$ cat config.mk
export PLATFORM = sky130hd
export DESIGN_NAME = add2_bist_ctrl_flat
export DESIGN_NICKNAME = d
export VERILOG_FILES = /design/src/rtl/add2_bist_pkg.sv /design/src/rtl/add2_bist_ctrl_if.sv /design/src/rtl/bist_misr.sv /design/src/rtl/add2_bist_ctrl.sv /design/src/flat_wrapper.sv
export SDC_FILE = /design/constraint.sdc
export NUM_CORES = 1
export LEC_CHECK = 0
export ABC_AREA = 1
export CAP_MARGIN = 0
export CELL_PAD_IN_SITES_DETAIL_PLACEMENT = 1
export CELL_PAD_IN_SITES_GLOBAL_PLACEMENT = 1
export CORE_ASPECT_RATIO = 0.9
export CORE_MARGIN = 3
export CORE_UTILIZATION = 31
export CTS_CLUSTER_SIZE = 25
export DETAILED_ROUTE_END_ITERATION = 16
export PLACE_DENSITY_LB_ADDON = 0.08
export SLEW_MARGIN = 20
export SYNTH_ARGS = -nofsm -noshare
export SYNTH_HDL_FRONTEND = slang
export SYNTH_HIERARCHICAL = 1
export SYNTH_SLANG_ARGS = --single-unit
$ cat constraint.sdc
create_clock -name clk -period 1.7 [get_ports clk]
set_input_delay 0.255 -clock clk [delete_from_list [all_inputs] [get_ports clk]]
set_output_delay 0.255 -clock clk [all_outputs]
set_load 0.03 [all_outputs]
$ cat src/rtl/add2_bist_pkg.sv
// add2_bist_pkg: shared FSM encoding, CUT widths and default LFSR/MISR feedback masks
package add2_bist_pkg;
    typedef enum logic [1:0] {IDLE = 2'd0, APPLY = 2'd1, CAPTURE = 2'd2, CHECK = 2'd3} bist_state_t;
    localparam int N_IN = 5;
    localparam int N_OUT = 3;
    localparam logic [N_IN-1:0] DEF_LFSR_TAPS = 5'b10100;
    localparam logic [7:0] DEF_MISR_TAPS = 8'b10111000;
endpackage

$ cat src/rtl/add2_bist_ctrl_if.sv
// add2_bist_ctrl_if: test-access and CUT-side signals of the add2 BIST controller
interface add2_bist_ctrl_if #(
    parameter int N_IN  = add2_bist_pkg::N_IN,
    parameter int N_OUT = add2_bist_pkg::N_OUT,
    parameter int SIG_W = 8
);
    logic             start;
    logic             abort;
    logic [N_IN-1:0]  seed;
    logic [SIG_W-1:0] golden_sig;
    logic [N_IN-1:0]  cut_in;
    logic [N_OUT-1:0] cut_out;
    logic             busy;
    logic             done;
    logic             pass;
    logic [SIG_W-1:0] signature;
    logic [15:0]      pat_idx;
    modport master (output start, abort, seed, golden_sig, cut_out,
                    input cut_in, busy, done, pass, signature, pat_idx);
    modport slave (input start, abort, seed, golden_sig, cut_out,
                   output cut_in, busy, done, pass, signature, pat_idx);
endinterface

$ cat src/rtl/bist_misr.sv
// bist_misr: multiple-input signature register compacting CUT responses
module bist_misr #(
    parameter int               SIG_W = 8,
    parameter logic [SIG_W-1:0] TAPS  = add2_bist_pkg::DEF_MISR_TAPS,
    parameter int               N_OUT = add2_bist_pkg::N_OUT
) (
    input  logic             clk,
    input  logic             rst_n,
    input  logic             i_clr,
    input  logic             i_en,
    input  logic [N_OUT-1:0] i_data,
    output logic [SIG_W-1:0] o_sig
);
    logic [SIG_W-1:0] r_sig;
    always_ff @(posedge clk or negedge rst_n)
        if (!rst_n) r_sig <= '0;
        else if (i_clr) r_sig <= '0;
        else if (i_en) r_sig <= {r_sig[SIG_W-2:0], ^(r_sig & TAPS)} ^ SIG_W'(i_data);
    assign o_sig = r_sig;
endmodule

$ cat src/rtl/add2_bist_ctrl.sv
// add2_bist_ctrl: LFSR pattern sequencer + MISR compaction BIST controller for the add2 CUT
module add2_bist_ctrl #(
    parameter int               N_IN      = add2_bist_pkg::N_IN,
    parameter int               N_OUT     = add2_bist_pkg::N_OUT,
    parameter int               SIG_W     = 8,
    parameter int               PAT_CNT   = 32,
    parameter int               SETTLE    = 1,
    parameter logic [N_IN-1:0]  LFSR_TAPS = add2_bist_pkg::DEF_LFSR_TAPS,
    parameter logic [SIG_W-1:0] MISR_TAPS = add2_bist_pkg::DEF_MISR_TAPS
) (
    input logic             clk,
    input logic             rst_n,
    add2_bist_ctrl_if.slave bus
);
    import add2_bist_pkg::*;
    localparam int CW = SETTLE > 1 ? $clog2(SETTLE) : 1;
    bist_state_t      r_state;
    logic [N_IN-1:0]  r_lfsr;
    logic [15:0]      r_pat;
    logic [CW-1:0]    r_cnt;
    logic             r_busy;
    logic             r_done;
    logic             r_pass;
    logic [SIG_W-1:0] w_sig;
    logic             w_go;
    logic             w_cap;
    assign w_go  = r_state == IDLE && bus.start && !bus.abort;
    assign w_cap = r_state == CAPTURE && !bus.abort;
    bist_misr #(.SIG_W(SIG_W), .TAPS(MISR_TAPS), .N_OUT(N_OUT)) u_misr (
        .clk   (clk),
        .rst_n (rst_n),
        .i_clr (w_go),
        .i_en  (w_cap),
        .i_data(bus.cut_out),
        .o_sig (w_sig)
    );
    // abort freezes lfsr/misr/pat_idx; only the state and busy flag change
    always_ff @(posedge clk or negedge rst_n)
        if (!rst_n) begin
            r_state <= IDLE;
            r_lfsr  <= '0;
            r_pat   <= '0;
            r_cnt   <= '0;
            r_busy  <= 1'b0;
            r_done  <= 1'b0;
            r_pass  <= 1'b0;
        end else if (r_state != IDLE && bus.abort) begin
            r_state <= IDLE;
            r_busy  <= 1'b0;
        end else begin
            case (r_state)
                IDLE: if (w_go) begin
                    r_lfsr  <= bus.seed == '0 ? '1 : bus.seed;
                    r_pat   <= '0;
                    r_cnt   <= CW'(SETTLE - 1);
                    r_busy  <= 1'b1;
                    r_done  <= 1'b0;
                    r_pass  <= 1'b0;
                    r_state <= APPLY;
                end
                APPLY: if (r_cnt == '0) r_state <= CAPTURE;
                       else r_cnt <= r_cnt - 1'b1;
                CAPTURE: if (r_pat == 16'(PAT_CNT - 1)) r_state <= CHECK;
                         else begin
                             r_lfsr  <= {r_lfsr[N_IN-2:0], ^(r_lfsr & LFSR_TAPS)};
                             r_pat   <= r_pat + 1'b1;
                             r_cnt   <= CW'(SETTLE - 1);
                             r_state <= APPLY;
                         end
                CHECK: begin
                    r_done  <= 1'b1;
                    r_pass  <= w_sig == bus.golden_sig;
                    r_busy  <= 1'b0;
                    r_state <= IDLE;
                end
                default: r_state <= IDLE;
            endcase
        end
    assign bus.cut_in    = r_lfsr;
    assign bus.busy      = r_busy;
    assign bus.done      = r_done;
    assign bus.pass      = r_pass;
    assign bus.signature = w_sig;
    assign bus.pat_idx   = r_pat;
endmodule

$ cat src/flat_wrapper.sv
// flat-port wrapper written by rule: the top's interface ports become plain ports
module add2_bist_ctrl_flat import add2_bist_pkg::*;
#(
    parameter int               N_IN      = add2_bist_pkg::N_IN,
    parameter int               N_OUT     = add2_bist_pkg::N_OUT,
    parameter int               SIG_W     = 8,
    parameter int               PAT_CNT   = 32,
    parameter int               SETTLE    = 1,
    parameter logic [N_IN-1:0]  LFSR_TAPS = add2_bist_pkg::DEF_LFSR_TAPS,
    parameter logic [SIG_W-1:0] MISR_TAPS = add2_bist_pkg::DEF_MISR_TAPS
)
  (clk, rst_n, bus_start, bus_abort, bus_seed, bus_golden_sig, bus_cut_out, bus_cut_in, bus_busy, bus_done, bus_pass, bus_signature, bus_pat_idx);
  add2_bist_ctrl_if #(.N_IN(N_IN), .N_OUT(N_OUT), .SIG_W(SIG_W)) bus_i ();
  input logic clk;
  input logic rst_n;
  input wire logic [$bits(bus_i.start)-1:0] bus_start;
  input wire logic [$bits(bus_i.abort)-1:0] bus_abort;
  input wire logic [$bits(bus_i.seed)-1:0] bus_seed;
  input wire logic [$bits(bus_i.golden_sig)-1:0] bus_golden_sig;
  input wire logic [$bits(bus_i.cut_out)-1:0] bus_cut_out;
  output wire logic [$bits(bus_i.cut_in)-1:0] bus_cut_in;
  output wire logic [$bits(bus_i.busy)-1:0] bus_busy;
  output wire logic [$bits(bus_i.done)-1:0] bus_done;
  output wire logic [$bits(bus_i.pass)-1:0] bus_pass;
  output wire logic [$bits(bus_i.signature)-1:0] bus_signature;
  output wire logic [$bits(bus_i.pat_idx)-1:0] bus_pat_idx;
  assign bus_i.start = bus_start;
  assign bus_i.abort = bus_abort;
  assign bus_i.seed = bus_seed;
  assign bus_i.golden_sig = bus_golden_sig;
  assign bus_i.cut_out = bus_cut_out;
  assign bus_cut_in = bus_i.cut_in;
  assign bus_busy = bus_i.busy;
  assign bus_done = bus_i.done;
  assign bus_pass = bus_i.pass;
  assign bus_signature = bus_i.signature;
  assign bus_pat_idx = bus_i.pat_idx;
  add2_bist_ctrl #(.N_IN(N_IN), .N_OUT(N_OUT), .SIG_W(SIG_W), .PAT_CNT(PAT_CNT), .SETTLE(SETTLE), .LFSR_TAPS(LFSR_TAPS), .MISR_TAPS(MISR_TAPS)) u_core (.clk(clk), .rst_n(rst_n), .bus(bus_i));
endmodule
==> results of run 1 <==
-- flip-flops by register name, indices dropped and copies added (netlist names) --
name / flops
u_core/bus.done: 1
u_core/bus.busy: 1
u_core/bus.pass: 1
u_core/bus.pat_idx: 16
u_core/bus.cut_in: 5
u_core/u_misr/o_sig: 8
u_core/r_state: 2
-- cell usage after synthesis (6+ instances only) --
master	instances
o21ai_0	22
dfrtp_1	34
nor2_1	27
o21ai_1	6
xor2_1	11
o22ai_1	10
inv_1	28
nand2_1	70
xnor2_1	8
nand3_1	18
-- final timing paths --
| kind | end | slack, ns | from |
|---|---|---|---|
| setup / recovery | bus_cut_in[2] | 0.05 | u_core/bus.cut_in[2] |
| hold / removal | u_core/bus.done | 0.39 | rst_n |
| setup reg to reg | u_core/u_misr/o_sig[0] | 0.11 | u_core/r_state[1] |
| hold reg to reg | u_core/bus.pass | 0.48 | u_core/bus.pass |
| max in group asynchronous | u_core/r_state[1] | 0.97 | rst_n |
| min in group clk | u_core/bus.pass | 0.48 | u_core/bus.pass |
-- cells in the final DEF (no fill, tap or decap), types with 4 or more instances in the layout --
cell / synthesis / routed
nand2_1: 70 / 69
dfrtp_1: 34 / 33
clkdlybuf4s50_1: 0 / 30
nor2_1: 27 / 25
inv_1: 28 / 24
o21ai_0: 22 / 20
nand3_1: 18 / 17
buf_4: 3 / 15
dlygate4sd2_1: 0 / 13
xor2_1: 11 / 11
o22ai_1: 10 / 10
clkbuf_8: 0 / 8
dlymetal6s2s_1: 0 / 8
xnor2_1: 8 / 8
o21ai_1: 6 / 7
inv_2: 2 / 6
nand2_2: 4 / 5
nor2_2: 4 / 4
nand4_1: 4 / 4
-- power by group --
group	switching, W	internal, W	leakage, nW
Clock	0.000299	0.000409	0.0575
Combinational	0.000968	0.000719	0.906
Sequential	0.000170	0.000977	0.459
Total	0.00144	0.00211	1.42
-- metrics by stage --
step / utilization / setup TNS (ns) / cells
2_1_floorplan: - / 0 / 269
3_3_place_gp: 0.441 / 0 / 418
3_5_place_dp: 0.441 / -0.0127 / 418
4_1_cts: 0.457 / -0.0141 / 426
5_1_grt: 0.472 / 0 / 427
6_report: 0.472 / 0 / 427
-- metal layers --
layer | wire, um | track usage
met1 | 2940 | 0.229
met2 | 2840 | 0.293
met4 | 34 | 0.0361
met3 | 251 | 0.0353
met5 | 0 | 0
-- cells by family (layout without fill, tap and decap cells) --
kind of cell / after synthesis / count (layout) / share of synthesized area
AND/OR/NAND/NOR: 134 / 134 / 0.285
flip-flops: 34 / 34 / 0.419
buffers and inverters: 35 / 106 / 0.0740
adder cells (fa/ha/maj): 4 / 4 / 0.0247
XOR/XNOR: 19 / 19 / 0.0820
AO/OA/AOI/OAI: 43 / 43 / 0.115
-- what timing repair did --
action                                 4_1_cts  5_1_grt
endpoints found under the hold margin        0        0
buffers inserted                             0        1
setup endpoints to repair                   15       38
hold buffers                                 0        0
resized for setup                           13       29
pin swaps                                    0        1
-- area by class of cell --
type | count | area [um2] | share of cell area
Multi-Input combinational cell | 200 | 1090 | 0.372
Sequential cell | 34 | 852 | 0.291
Timing Repair Buffer | 68 | 658 | 0.224
Inverter | 30 | 113 | 0.0384
Clock buffer | 8 | 110 | 0.0376
Tap cell | 87 | 109 | 0.0371
==> flow_metrics.env, run 1 <==
export IMPL_status="finished clean"
export IMPL_worstPathCellList="clkdlybuf4s50_1"
export IMPL_critPathKind="reg2out"
export IMPL_power_leakage_nw=1.42
export IMPL_worstSetupStartpointType="register"
export IMPL_io_buffer_count=51
export IMPL_cts_root_buf="clkbuf_8"
export IMPL_die_height_um=82.8
export IMPL_hold_path_class="in2async"
export IMPL_synth_warnings=6
export IMPL_holdWs_ns=0.388
export IMPL_period_needed_ns=1.65
export IMPL_drv_cap=0
export IMPL_required_ns=1.44
export IMPL_synth_largest_area_cell="dfrtp_1"
export IMPL_fin_nets=363
export IMPL_end_kind="primary output"
export IMPL_worstPathMaxFanout=4
export IMPL_antenna_found_initial=0
export IMPL_synth_area_leaders="dfrtp_1, nand2_1, o21ai_0"
export IMPL_track_usage=0.172
export IMPL_fin_worst_skew_ns=0.00231
export IMPL_yosysTopAreaCellShare=0.419
export IMPL_grt_pass1_vias=2147
export IMPL_max_vdd_ir_drop_uv=532
export IMPL_ff2ff_path_depth=9
export IMPL_async_reset_ff_frac=1.00
export IMPL_slew_headroom=0.697
export IMPL_ys_flop_type="dfrtp_1"
export IMPL_critical_path_depth=1
export IMPL_syn_avg_cell_area_um2=7.54
export IMPL_first_pass_iters=4
export IMPL_worstPathArrival_ns=1.40
export IMPL_place_area_um2=2740
export IMPL_start_util=0.326
export IMPL_rows=27
export IMPL_numCtsBuffers=5
export IMPL_cts_tree="built"
export IMPL_synth_seq_cells=34
export IMPL_period_share=0.971
export IMPL_tightest_slew_ns=0.455
export IMPL_crit_path_top_delay_cell="clkdlybuf4s50_1"
export IMPL_htreeDepth=2
export IMPL_wl_per_cell_um=14.2
export IMPL_synthCells=269
export IMPL_first_iter_violations=48
export IMPL_areaGrowthSynthToFinish_pct=44.5
export IMPL_pre_cts_ws_ns=-0.0127
export IMPL_dieArea_um2=7550
export IMPL_vias=2027
export IMPL_fin_area_um2=2930
export IMPL_ys_types=23
export IMPL_wl_um=6060
export IMPL_ant_nets=0
export IMPL_finalPower_w=0.00354
export IMPL_critical_path_buf_inv_count=1
export IMPL_synth_fp_nets=293
export IMPL_vias_per_cell=4.75
export IMPL_gp_congestion=0.770
export IMPL_grt_overflow=0
export IMPL_grt_pass1_wl_um=10300
export IMPL_antenna_cells=0
export IMPL_synth_edff_count=0
export IMPL_cts_buffer_depth=2
export IMPL_synth_area_um2=2030
export IMPL_cts_sinks=34
export IMPL_grt_setup_unrepaired="false"
export IMPL_synth_seq_area_share=0.419
export IMPL_clk_pin_slew_ns=0.07
export IMPL_p_per_area_nw_per_um2=1210
export IMPL_die_w_um=91.3
export IMPL_fillCellCount=783
export IMPL_hpwl_um=4580
export IMPL_insertion_delay_ns=0.29
export IMPL_slowest_delay_ns=0.70
export IMPL_setup_viol=0
export IMPL_fp_coreArea_um2=6220
export IMPL_critical_path_top_delay_family="buffers and inverters"
export IMPL_fin_ws_ns=0.0493
export IMPL_drc=0
export IMPL_fmaxAchievable_ghz=0.606
export IMPL_grt_max_degree=35
export IMPL_ios=52
export IMPL_layout_drive_gt1_share=0.147
export IMPL_hold_violations=0
export IMPL_maxSlewViolCount=0
Power figures use the tool's default switching activity.
==> run 2: changes to the inputs <==
CTS_CLUSTER_DIAMETER = 120   (was not set)
PLACE_DENSITY_LB_ADDON = 0.05   (was 0.08)
==> flow_metrics.env, run 2 (same netlist as run 1, synthesis figures left out) <==
export IMPL_max_vdd_ir_drop_uv=467
export IMPL_wl_um=6060
export IMPL_areaGrowthSynthToFinish_pct=42.4
export IMPL_grt_pass1_vias=2093
export IMPL_p_per_area_nw_per_um2=1180
export IMPL_fin_ws_ns=0.0753
export IMPL_antenna_cells=0
export IMPL_numCtsBuffers=5
export IMPL_gp_congestion=0.741
export IMPL_grt_pass1_wl_um=9920
export IMPL_crit_path_top_delay_cell="clkdlybuf4s50_1"
export IMPL_rows=27
export IMPL_first_pass_iters=4
export IMPL_critical_path_top_delay_family="buffers and inverters"
export IMPL_insertion_delay_ns=0.29
export IMPL_status="finished clean"
export IMPL_die_w_um=91.3
export IMPL_track_usage=0.165
export IMPL_end_kind="primary output"
export IMPL_cts_buffer_depth=2
export IMPL_holdWs_ns=0.376
export IMPL_antenna_found_initial=0
export IMPL_period_share=0.956
export IMPL_critical_path_buf_inv_count=1
export IMPL_slowest_delay_ns=0.69
export IMPL_hold_path_class="in2async"
export IMPL_layout_drive_gt1_share=0.129
export IMPL_slew_headroom=0.709
export IMPL_fillCellCount=797
export IMPL_layout_commonest_cell="nand2_1"
export IMPL_start_util=0.326
export IMPL_seqCellArea_um2=851
export IMPL_maxSlewViolCount=0
export IMPL_vias_per_cell=4.64
export IMPL_htreeDepth=2
export IMPL_clk_pin_slew_ns=0.07
export IMPL_finalPower_w=0.00340
export IMPL_fp_coreArea_um2=6220
export IMPL_largest_reg_flops=16
export IMPL_power_leakage_nw=1.37
export IMPL_cts_sinks=34
export IMPL_wl_per_cell_um=14.2
export IMPL_worstSetupStartpointType="register"
export IMPL_multi_input_area_um2=1060
export IMPL_grt_overflow=0
export IMPL_grt_max_degree=35
export IMPL_fmaxAchievable_ghz=0.615
export IMPL_ant_nets=0
export IMPL_ios=52
export IMPL_critPathKind="reg2out"
export IMPL_layout_common_cells="nand2_1, dfrtp_1, clkdlybuf4s50_1, inv_1, nor2_1"
export IMPL_drc=0
export IMPL_period_needed_ns=1.62
export IMPL_first_iter_violations=56
export IMPL_dieArea_um2=7550
export IMPL_cts_tree="built"
export IMPL_cts_root_buf="clkbuf_8"
export IMPL_vias=1983
export IMPL_io_buffer_count=51
export IMPL_die_height_um=82.8
export IMPL_holdBufCountCts=0
export IMPL_drv_cap=0
export IMPL_required_ns=1.44
export IMPL_fin_nets=363
export IMPL_hold_violations=0
export IMPL_worstPathCellList="clkdlybuf4s50_1"
export IMPL_hpwl_um=4450
export IMPL_setup_viol=0
export IMPL_fin_worst_skew_ns=0.00812
export IMPL_tightest_slew_ns=0.437
export IMPL_worstPathMaxFanout=3
export IMPL_pre_cts_ws_ns=-0.0246
export IMPL_worstPathArrival_ns=1.37
[run 2: cell count changes in the layout (fill, tap and decap cells not counted), sizes merged]
cell and delta:
clkinv +1, dlymetal6s2s -3, buf -1, dlygate4sd2 +3
[run 2: timing repair]
item,in CTS,in global routing
buffers inserted,0,2
gates cloned,0,1
setup endpoints to repair,16,34
resized for setup,16,23
pin swaps,0,1
endpoints found under the hold margin,0,0
[run 2: layout make-up]
type	count	area share
clock buffers	7	0.0299
flip-flops and latches	34	0.294
repair buffers	68	0.229
multi-input cells	200	0.369
well taps	87	0.0377
inverters	30	0.0390
clock inverters	1	0.00173
[run 2: per-stage QoR]
| step | utilization | setup TNS, ns | std cells | instance area, um2 |
|---|---|---|---|---|
| 2_1_floorplan | - | 0 | 269 | 2030 |
| 3_3_place_gp | 0.439 | 0 | 416 | 2730 |
| 3_5_place_dp | 0.439 | -0.0246 | 416 | 2730 |
| 4_1_cts | 0.450 | 0 | 424 | 2800 |
| 5_1_grt | 0.465 | -0.0854 | 427 | 2890 |
| 6_report | 0.465 | 0 | 427 | 2890 |
[run 2: worst paths after layout]
kind	from	endpoint	slack, ns	depth (start not counted)
max in group asynchronous	rst_n	u_core/u_misr/o_sig[4]	1.00	2
min in group clk	u_core/bus.pass	u_core/bus.pass	0.49	2
setup / recovery	u_core/u_misr/o_sig[2]	bus_signature[2]	0.08	1
hold / removal	rst_n	u_core/bus.done	0.38	2
hold reg to reg	u_core/bus.pass	u_core/bus.pass	0.49	2
setup reg to reg	u_core/r_state[0]	u_core/bus.cut_in[2]	0.10	8
[run 2: metal layers]
layer	wire length, um	track usage
met1	3000	0.219
met2	2820	0.277
met3	176	0.0362
met4	57	0.0407
met5	0	0
[run 2: report_power, final]
group	switching [W]	internal, W	total [W]	leakage, nW
Sequential	0.000157	0.000975	0.00113	0.461
Clock	0.000296	0.000327	0.000623	0.0482
Combinational	0.000955	0.000689	0.00164	0.865
Total	0.00141	0.00199	0.00340	1.37
[run 2: worst reg2reg max path, stage by stage (launching register included)]
cell	delay (ns)
dfrtp_1	0.36
inv_1	0.08
ha_1	0.24
inv_1	0.09
nand2_1	0.10
o21ai_4	0.18
nand2_4	0.10
clkbuf_16	0.18
o21ai_0	0.18
